==> src/rtl/clk_ctrl_pkg.sv <==
// Shared encodings for the CPU clock-enable controller: mode inputs and FSM state codes.
package clk_ctrl_pkg;

  localparam logic [1:0] MODE_RUN  = 2'b00;
  localparam logic [1:0] MODE_STEP = 2'b01;
  localparam logic [1:0] MODE_HALT = 2'b10;

  // Fixed codes so that the debug port decodes the same in every build.
  typedef enum logic [2:0] {
    HOLD      = 3'd0,
    RUN       = 3'd1,
    STEP_IDLE = 3'd2,
    STEP_RUN  = 3'd3,
    HALT      = 3'd4
  } state_t;

  // State entered at a decision point for a given mode request; 11 is treated as HALT.
  function automatic state_t mode_to_state(input logic [1:0] mode);
    state_t s;
    if (mode == MODE_RUN)       s = RUN;
    else if (mode == MODE_STEP) s = STEP_IDLE;
    else                        s = HALT;
    return s;
  endfunction

endpackage

==> src/rtl/sync_edge_det.sv <==
// Two-flop synchroniser followed by a registered rising-edge detector.
// The rise pulse is one clk wide and appears three clks after the input edge.
module sync_edge_det (
  input  logic clk,
  input  logic reset,
  input  logic level,
  output logic rise
);

  logic sync_1;
  logic sync_2;
  logic prev;

  always_ff @(posedge clk or posedge reset) begin
    if (reset) begin
      sync_1 <= 1'b0;
      sync_2 <= 1'b0;
      prev   <= 1'b0;
      rise   <= 1'b0;
    end else begin
      sync_1 <= level;
      sync_2 <= sync_1;
      prev   <= sync_2;
      rise   <= sync_2 & ~prev;
    end
  end

endmodule

==> src/rtl/cpu_clk_enable_ctrl.sv <==
// CPU clock-enable generator: stretched core reset, en_a/en_b phase pulses,
// RUN/STEP/HALT sequencing and a retired-cycle counter, all on the single clk.
//
//   state     | meaning
//   ----------+-----------------------------------------------------------
//   HOLD      | cpu_rst asserted, counting out the reset stretch
//   RUN       | free-running CPU periods
//   STEP_IDLE | step mode, waiting for a synchronised step_req edge
//   STEP_RUN  | step mode, executing exactly one CPU period
//   HALT      | no periods, mode polled every clk
module cpu_clk_enable_ctrl
  import clk_ctrl_pkg::*;
#(
  parameter int DIV_W      = 8,
  parameter int RST_CYCLES = 16,
  parameter int CNT_W      = 32
) (
  input  logic             clk,
  input  logic             reset,
  input  logic [DIV_W-1:0] div,
  input  logic [1:0]       mode,
  input  logic             step_req,
  output logic             cpu_rst,
  output logic             en_a,
  output logic             en_b,
  output logic [CNT_W-1:0] cycle_cnt,
  output logic [2:0]       state_o
);

  localparam int CW     = DIV_W + 1;
  localparam int RCNT_W = $clog2(RST_CYCLES + 1);
  localparam logic [RCNT_W-1:0] RCNT_LAST = RCNT_W'(RST_CYCLES - 1);

  state_t            state;
  state_t            next_state;
  logic [CW-1:0]     cnt;
  logic [DIV_W-1:0]  div_q;
  logic [RCNT_W-1:0] rcnt;
  logic              pending;
  logic              pending_n;
  logic              step_rise;

  logic              active;
  logic              next_active;
  logic              rst_done;
  logic              period_end;
  logic              period_mid;
  logic              load;
  logic [CW-1:0]     cnt_last;
  logic [CW-1:0]     cnt_mid;

  sync_edge_det u_step_sync (
    .clk   (clk),
    .reset (reset),
    .level (step_req),
    .rise  (step_rise)
  );

  assign active      = (state == RUN) || (state == STEP_RUN);
  assign next_active = (next_state == RUN) || (next_state == STEP_RUN);
  assign cnt_last    = {div_q, 1'b1};
  assign cnt_mid     = {1'b0, div_q};
  assign period_end  = active && (cnt == cnt_last);
  assign period_mid  = active && (cnt == cnt_mid);
  assign rst_done    = (state == HOLD) && (rcnt == RCNT_LAST);

  // Idle states have no period in flight, so the one about to start may take a fresh div.
  assign load = rst_done || period_end || (!active && next_active);

  always_ff @(posedge clk or posedge reset) begin
    if (reset) state <= HOLD;
    else       state <= next_state;
  end

  always_comb begin
    next_state = state;
    unique case (state)
      HOLD:      if (rst_done) next_state = mode_to_state(mode);
      RUN,
      STEP_RUN:  if (period_end) next_state = mode_to_state(mode);
      STEP_IDLE: begin
        if (mode != MODE_STEP) next_state = mode_to_state(mode);
        else if (pending)      next_state = STEP_RUN;
      end
      HALT:      next_state = mode_to_state(mode);
      default:   next_state = HOLD;
    endcase
  end

  always_comb begin
    en_a    = period_end;
    en_b    = period_mid;
    state_o = state;
  end

  // One request may be queued; leaving step mode discards it.
  always_comb begin
    pending_n = 1'b0;
    if ((next_state == STEP_IDLE) || (next_state == STEP_RUN)) begin
      if ((state == STEP_IDLE) && (next_state == STEP_RUN)) pending_n = step_rise;
      else                                                   pending_n = pending | step_rise;
    end
  end

  always_ff @(posedge clk or posedge reset) begin
    if (reset) begin
      cnt     <= '0;
      div_q   <= '0;
      rcnt    <= '0;
      pending <= 1'b0;
      cpu_rst <= 1'b1;
    end else begin
      if (state == HOLD) rcnt <= rcnt + RCNT_W'(1);

      if (load) begin
        cnt   <= '0;
        div_q <= div;
      end else if (active) begin
        cnt <= cnt + CW'(1);
      end else begin
        cnt <= '0;
      end

      pending <= pending_n;
      cpu_rst <= (next_state == HOLD);
    end
  end

  always_ff @(posedge clk or posedge reset) begin
    if (reset)     cycle_cnt <= '0;
    else if (en_a) cycle_cnt <= cycle_cnt + CNT_W'(1);
  end

endmodule

==> config.mk <==
export PLATFORM = sky130hd
export DESIGN_NAME = cpu_clk_enable_ctrl
export DESIGN_NICKNAME = d
export VERILOG_FILES = /design/src/rtl/clk_ctrl_pkg.sv /design/src/rtl/sync_edge_det.sv /design/src/rtl/cpu_clk_enable_ctrl.sv
export SDC_FILE = /design/constraint.sdc
export NUM_CORES = 1
export LEC_CHECK = 0
export CAP_MARGIN = 5
export CORE_ASPECT_RATIO = 1.5
export CORE_MARGIN = 2
export CORE_UTILIZATION = 53
export CTS_BUF_LIST = sky130_fd_sc_hd__clkbuf_16
export CTS_CLUSTER_SIZE = 8
export DETAILED_ROUTE_END_ITERATION = 6
export MAX_ROUTING_LAYER = met4
export PLACE_DENSITY = 0.8
export SLEW_MARGIN = 25
export SYNTH_ARGS = -nofsm -noshare
export SYNTH_HDL_FRONTEND = slang
export SYNTH_HIERARCHICAL = 1
export SYNTH_SLANG_ARGS = --single-unit
==> constraint.sdc <==
create_clock -name clk -period 2.6 [get_ports clk]
set_clock_uncertainty 0.15 [all_clocks]
set_input_delay 0.39 -clock clk [delete_from_list [all_inputs] [get_ports clk]]
set_output_delay 0.39 -clock clk [all_outputs]
set_load 0.1 [all_outputs]
==> results of run 1 <==
## state kept, by name, indices dropped and copies added (netlist names)
signal	count
rcnt	5
u_step_sync/prev	1
div_q	8
u_step_sync/sync_1	1
cycle_cnt	32
state_o	3
cpu_rst	1
u_step_sync/sync_2	1
cnt	9
pending	1
u_step_sync/rise	1
## repair_timing
item,CTS,global route
pin swaps,2,1
endpoints found under the setup margin,1,1
resized for setup,1,2
cloned,0,0
## worst paths after layout
path / from / endpoint / slack [ns] / depth (start not counted)
setup reg to reg: cnt[8] / cycle_cnt[30] / 0.34 / 5
hold reg to reg: u_step_sync/sync_1 / u_step_sync/sync_2 / 0.21 / 0
hold / removal: reset / u_step_sync/sync_2 / 0.15 / 2
min in group clk: u_step_sync/sync_1 / u_step_sync/sync_2 / 0.21 / 0
max in group asynchronous: reset / cpu_rst / 1.66 / 3
setup / recovery: cnt[0] / en_b / 0.13 / 5
## layer usage
metal  GRT usage (%)  wire length (µm)
met1           24.19              2362
met5               -                 0
met3           3.392               160
met2           37.24              3374
met4           11.11                98
## layout by cell type (no fill, tap or decap), types with 2 or more instances in the layout
| cell type | count |
|---|---|
| sky130_fd_sc_hd__nand4_1 | 11 |
| sky130_fd_sc_hd__nand2b_1 | 2 |
| sky130_fd_sc_hd__or3_4 | 2 |
| sky130_fd_sc_hd__ha_1 | 4 |
| sky130_fd_sc_hd__o21ai_0 | 3 |
| sky130_fd_sc_hd__or4_1 | 2 |
| sky130_fd_sc_hd__dfrtp_1 | 56 |
| sky130_fd_sc_hd__xnor2_1 | 21 |
| sky130_fd_sc_hd__nor4_4 | 2 |
| sky130_fd_sc_hd__clkdlybuf4s50_1 | 12 |
| sky130_fd_sc_hd__nand3_1 | 14 |
| sky130_fd_sc_hd__nor3_1 | 9 |
| sky130_fd_sc_hd__nor4_1 | 2 |
| sky130_fd_sc_hd__inv_1 | 11 |
| sky130_fd_sc_hd__mux2_2 | 10 |
| sky130_fd_sc_hd__clkbuf_16 | 9 |
| sky130_fd_sc_hd__nand2_1 | 14 |
| sky130_fd_sc_hd__and3_1 | 8 |
| sky130_fd_sc_hd__xor2_1 | 37 |
| sky130_fd_sc_hd__clkinv_1 | 3 |
| sky130_fd_sc_hd__bufinv_16 | 2 |
| sky130_fd_sc_hd__nor2b_1 | 2 |
| sky130_fd_sc_hd__nor4_2 | 2 |
| sky130_fd_sc_hd__buf_12 | 3 |
| sky130_fd_sc_hd__dfrtp_2 | 6 |
| sky130_fd_sc_hd__nor2_1 | 27 |
| sky130_fd_sc_hd__and4_1 | 3 |
| sky130_fd_sc_hd__nand4_2 | 2 |
| sky130_fd_sc_hd__a21oi_1 | 3 |
| sky130_fd_sc_hd__buf_4 | 38 |
## logic make-up (layout without fill, tap and decap cells)
kind of cell	Yosys count	after routing	synth area share (%)
and+or+nand+nor	108	108	20.42
adders and majority gates	4	4	1.667
buffers and inverters	17	81	2.458
xor gates and xnor gates	58	58	16.92
muxes	11	11	4.083
DFF	63	63	52.54
AOI/OAI and AO/OA	9	9	1.916
## power groups by stage
stage / sequential [mW] / combinational (mW) / clock (mW)
floorplan: 1.44 / 0.511 / 0
global placement: 1.32 / 0.814 / 0
detailed placement: 1.32 / 0.835 / 0
CTS: 1.31 / 0.855 / 1.24
global route: 1.33 / 0.922 / 1.28
finish: 1.31 / 0.847 / 1.22
## final cells by class
cell class,instances,area (µm²)
sequential,63,1585
multi-input combinational,190,1379
tap,70,87.58
timing repair buffer,54,476.7
clock inverter,7,80.08
fill,422,1575
inverter,11,41.29
clock buffer,9,225.2
==> impl_summary.txt, run 1 <==
----------------------------------------------------
[Run status]
  Result of the run ... completed

[Pwr]
  Design Power ... 3.371 mW
  Net switching power ... 1.057 mW
  Internal power ... 2.314 mW
  Sequential share of power ... 38.8%
  Clock power frac ... 36.0%
  P_leak ... 1.880 nW
  Worst IR Drop VDD ... 568.3 µV
  Power density cells ... 869.9 mW/mm²
  Part of the power in combinational logic ... 25.1%
  Switching Fraction ... 31.36%

[Synthesis]
  Syn_area_per_cell ... 11.12 µm²
  Nets in the synthesized netlist ... 287
  Cell type with the largest total area after synthesis ... sky130_fd_sc_hd__dfrtp_1
  Mapped Cells ... 270
  Synth Flop Type ... sky130_fd_sc_hd__dfrtp_1
  Count of unique library cells instantiated by Yosys ... 37
  Commonest cells in the synthesized netlist ... sky130_fd_sc_hd__dfrtp_1, sky130_fd_sc_hd__xor2_1, sky130_fd_sc_hd__nor2_1, sky130_fd_sc_hd__xnor2_1
  Library cell with the highest instance count after synthesis ... sky130_fd_sc_hd__dfrtp_1
  Area share of the largest cell type after synthesis ... 51.67%
  Count of yosys warnings during synthesis ... 6
  Post-synthesis instance area ... 0.003003 mm²
  Share of the yosys chip area belonging to registers ... 52.54%
  Number of enable-type register cells in the synthesized netlist ... 0
  Leading post-synthesis cells by cell area ... sky130_fd_sc_hd__dfrtp_1, sky130_fd_sc_hd__xor2_1, sky130_fd_sc_hd__xnor2_1
  Async SR Flop Fraction ... 100.0%
  Flop and latch count out of synthesis ... 63

[Hold path]
  Hold Crit Class ... in -> async

[Floorplanning]
  DIE AREA ... 0.006296 mm²
  Total core area ... 0.005450 mm²
  Starting utilization of the core area ... 55.10%
  Row Count ... 33
  Count of pins on the block boundary ... 51
  Overall die height ... 96.19 µm
  Horizontal die dimension ... 65.46 µm

[Setup path]
  Critical path class ... reg -> out
  Cells traversed along the worst timing path ... xor2_1, nor4_2, nand4_1, nor4_4, buf_12
  Worst Path Max Fanout ... 8
  Crit path arrival time ... 1.93 ns
  Crit end category ... primary output
  Worst path slowest cell ... sky130_fd_sc_hd__dfrtp_1
  Worst path buffer plus inverter count ... 1
  Largest delay contributor family on the critical path ... simple AND/OR/NAND/NOR gates
  Startpoint type of the worst setup path ... flop
  Max stage delay on crit path ... 0.47 ns
  Worst Path Required ... 2.06 ns

[Timing]
  Worst Hold Margin ... 0.1464 ns
  Portion of the clock cycle consumed by the worst path in the final layout ... 95.05%
  Fin Setup TNS ... 0 ns
  Fmax ... 0.4046 GHz
  Setup repair after global routing missed its margin ... false
  Hold violation count in the final report ... 0
  Number of failing setup endpoints in the final timing report ... 0
  Slew Limit Headroom ... 71.71%
  Measured slew at the worst slew-check pin ... 0.4208 ns
  Shortest clock period the worst path allows after layout ... 2.471 ns
  Setup WS post-layout ... 0.1286 ns
  Final Max Slew Viols ... 0

[Place]
  Placer congestion estimate ... 0.8253
  DP Cell Count ... 388
  Post-detailed-placement cell area ... 0.003553 mm²
  Post-Place Setup Slack ... 0.3422 ns
  Post-DP HPWL ... 4309 µm
  Count of input and output buffers ... 50

[Clock network]
  Setup bufs post-CTS ... 0
  Clock sink count ... 63
  Number of buffers inserted during clock tree synthesis ... 9
  Number of buffers on the longest clock path ... 2
  H-Tree Depth ... 3
  Clock transition at the register clock pins on the worst setup and hold paths after CTS ... 0.05 ns
  CTS Root Cell ... sky130_fd_sc_hd__clkbuf_16
  Post-cts hold buffer count ... 0
  Clock tree from TritonCTS ... built
  Clock network latency to the later pin of the worst-skew pair ... 0.32 ns

[Finish]
  Post-layout util ... 71.10%
  Final standard cell count with taps included and fillers excluded ... 404
  Area growth, synth to finish ... 29.04%
  Number of diodes ... 0
  Area of all placed cells without fillers ... 0.003875 mm²
  Final nets ... 346
  Share of post-route cells with drive strength above 1 ... 24.55%

[GRT]
  Global router's overall resource usage ... 21.64%
  Grt total ovfl ... 0
  Number of antenna violations at the first check in global routing ... 0
  Global-route wire length before repair ... 9936 µm
  Largest net degree at the start of global routing ... 60
  Vias in the first global route ... 2158

[Route]
  Routed wire per std cell ... 14.84 µm
  Total Wirelength ... 5995 µm
  Drc violations ... 0
  Via density per instance ... 5.267
  First-pass DRT Iterations ... 4
  Total number of vias ... 2128
  Initial drt markers ... 85
  Post-route antenna net violation count ... 0

[Run]
  Max-cap violations ... 0

----------------------------------------------------
(Power assumes the default switching activity.)
==> inputs of run 2 (changes only) <==
--- a/config.mk
+++ b/config.mk
@@ -10,11 +10,13 @@
 export CORE_MARGIN = 2
 export CORE_UTILIZATION = 53
 export CTS_BUF_LIST = sky130_fd_sc_hd__clkbuf_16
+export CTS_CLUSTER_DIAMETER = 40
 export CTS_CLUSTER_SIZE = 8
 export DETAILED_ROUTE_END_ITERATION = 6
 export MAX_ROUTING_LAYER = met4
 export PLACE_DENSITY = 0.8
-export SLEW_MARGIN = 25
+export SKIP_CTS_REPAIR_TIMING = 1
+export SLEW_MARGIN = 20
 export SYNTH_ARGS = -nofsm -noshare
 export SYNTH_HDL_FRONTEND = slang
 export SYNTH_HIERARCHICAL = 1
==> run 2 against run 1 <==
Global-route usage barely moved. Cell count did not move. Critical path depth did not move. Setup slack got worse by 0.0035 ns. Die area did not move. Critical path type unchanged. Clock power barely moved. First-iteration DRC count rose by 9.4%. Largest cell class unchanged. Hold slack barely moved.
==> impl_summary.txt, run 2 (synthesized netlist as in run 1, its figures left out) <==
----------------------------------------------------
[Route]
  Via density per instance ... 5.270 (about the same)
  Initial drt markers ... 93 (+9.4%)
  Length of routed met3 wiring ... 149 µm (-6.9%)
  Post-route antenna net violation count ... 0 (unchanged)
  Total number of vias ... 2129 (+0.047%)
  Routed wire per std cell ... 14.89 µm (+0.33%)
  Detailed route wirelength on metal2 ... 3366 µm (-0.24%)
  Total Wirelength ... 6015 µm (+0.33%)
  Top layer reached by signal wires ... met4
  First-pass DRT Iterations ... 4 (unchanged)
  Routed metal-1 wire length ... 2405 µm (+1.8%)
  Drc violations ... 0 (unchanged)

[Finish]
  Flip-flop count of the largest register, all copies and words added ... 32 (unchanged)
  Number of diodes ... 0 (unchanged)
  Area growth, synth to finish ... 29.04% (unchanged)
  Final nets ... 346 (unchanged)
  Share of post-route cells with drive strength above 1 ... 24.55% (unchanged)
  Most common library cell in the layout ignoring fill and taps ... sky130_fd_sc_hd__dfrtp_1
  Register area ... 0.001585 mm² (unchanged)
  Highest-count cells in the layout ignoring fill and taps ... sky130_fd_sc_hd__dfrtp_1, sky130_fd_sc_hd__buf_4, sky130_fd_sc_hd__xor2_1, sky130_fd_sc_hd__nor2_1, sky130_fd_sc_hd__xnor2_1
  Total area of multi-input combinational cells ... 0.001379 mm² (unchanged)
  Most flop-heavy register ... cycle_cnt
  Registers with the most flip-flops ... cycle_cnt: 32 flops, cnt: 9 flops, div_q: 8 flops
  Filler Cell Count ... 422 (unchanged)

[Clock network]
  Clock tree from TritonCTS ... built
  H-Tree Depth ... 3 (unchanged)
  Number of buffers on the longest clock path ... 2 (unchanged)
  Clock sink count ... 63 (unchanged)
  Clock network latency to the later pin of the worst-skew pair ... 0.32 ns (about the same)
  Number of buffers inserted during clock tree synthesis ... 9 (unchanged)
  Clock transition at the register clock pins on the worst setup and hold paths after CTS ... 0.05 ns (about the same)
  CTS Root Cell ... sky130_fd_sc_hd__clkbuf_16

[Timing]
  Measured slew at the worst slew-check pin ... 0.4312 ns (+0.01038 ns)
  Portion of the clock cycle consumed by the worst path in the final layout ... 95.19% (+0.14 points)
  Setup repair after global routing missed its margin ... false
  Hold violation count in the final report ... 0 (unchanged)
  Shortest clock period the worst path allows after layout ... 2.475 ns (+0.003535 ns)
  Slew Limit Headroom ... 71.17% (-0.54 points)
  Number of failing setup endpoints in the final timing report ... 0 (unchanged)
  Fmax ... 0.4041 GHz (-0.14%)
  Final Max Slew Viols ... 0 (unchanged)
  Fin Setup TNS ... 0 ns (unchanged)

[GRT]
  Global-route wire length before repair ... 9949 µm (+0.13%)
  Number of antenna violations at the first check in global routing ... 0 (unchanged)
  Vias in the first global route ... 2161 (+0.14%)
  Largest net degree at the start of global routing ... 60 (unchanged)
  Grt total ovfl ... 0 (unchanged)
  Global router's overall resource usage ... 21.66% (+0.026 points)

[Setup path]
  Max stage delay on crit path ... 0.45 ns (-0.02 ns)
  Cells traversed along the worst timing path ... xor2_1, nor4b_2, and4_1, buf_6, buf_12
  Worst Path Required ... 2.06 ns (about the same)
  Crit end category ... primary output
  Largest delay contributor family on the critical path ... simple AND/OR/NAND/NOR gates
  Crit path arrival time ... 1.93 ns (about the same)
  Worst path slowest cell ... sky130_fd_sc_hd__dfrtp_1
  Critical path class ... reg -> out
  Worst Path Max Fanout ... 14 (+6)
  Startpoint type of the worst setup path ... flop
  Worst path buffer plus inverter count ... 2 (+1)

[Hold path]
  Hold Crit Class ... in -> async

[Pwr]
  Power density cells ... 870.2 mW/mm² (about the same)
  Worst IR Drop VDD ... 567.6 µV (-0.12%)
  Design Power ... 3.372 mW (about the same)
  P_leak ... 1.880 nW (about the same)

[Place]
  Placer congestion estimate ... 0.8253 (unchanged)
  Post-DP HPWL ... 4309 µm (unchanged)
  Count of input and output buffers ... 50 (unchanged)

[Run]
  Max-cap violations ... 0 (unchanged)

[Floorplanning]
  Total core area ... 0.005450 mm² (unchanged)
  Overall die height ... 96.19 µm (unchanged)
  Row Count ... 33 (unchanged)
  Starting utilization of the core area ... 55.10% (unchanged)
  Count of pins on the block boundary ... 51 (unchanged)
  DIE AREA ... 0.006296 mm² (unchanged)
  Horizontal die dimension ... 65.46 µm (unchanged)

[Run status]
  Result of the run ... completed

----------------------------------------------------
run 2: cell counts in the layout (fill, tap and decap cells not counted):
Identical to the previous run, type by type.
run 2: area by class of cell:
cell class	instances	area share, %
Sequential cell	63	40.91
Multi-Input combinational cell	190	35.58
Timing Repair Buffer	54	12.30
Clock buffer	9	5.812
Tap cell	70	2.260
Clock inverter	7	2.067
Inverter	11	1.066
run 2: worst paths after layout:
path	startpoint	to	slack, ns	cells after the start
min	reset	u_step_sync/sync_2	0.15	2
min reg2reg	u_step_sync/sync_1	u_step_sync/sync_2	0.21	0
max	cnt[2]	en_a	0.13	5
max reg2reg	cnt[3]	cycle_cnt[30]	0.35	5
max in group asynchronous	reset	cpu_rst	1.65	3
min in group clk	u_step_sync/sync_1	u_step_sync/sync_2	0.21	0
run 2: report_power, final:
group / switching, mW / internal, mW / total, mW
combinational: 0.491 / 0.356 / 0.847
sequential: 0.175 / 1.14 / 1.31
clock: 0.392 / 0.822 / 1.21
run 2: through the flow:
stage	hold WS [ns]	worst slack (ns)	std cells	cell area (µm²)	utilization, %
floorplan	0.006082	-0.03766	270	3035	-
finish	0.1468	0.1251	404	3875	71.10
detailed placement	0.1976	0.3422	388	3553	65.20
CTS	0.1380	-0.09478	404	3859	70.80
global route	0.1818	0.01301	404	3875	71.10
global placement	0.1869	0.3462	388	3553	65.20
run 2: worst register-to-register path, stage by stage (launching register included):
cell and delay [ns]:
sky130_fd_sc_hd__dfrtp_1 0.44, sky130_fd_sc_hd__xor2_1 0.20, sky130_fd_sc_hd__nor4_2 0.43, sky130_fd_sc_hd__nand4_1 0.44
sky130_fd_sc_hd__nor3_1 0.35, sky130_fd_sc_hd__xnor2_1 0.16
run 2: metal layers:
metal	vias up	GRT usage, %
li1	1047	-
met1	1043	24.27
met2	32	37.24
met3	7	3.392
met4	0	11.11
met5	-	-
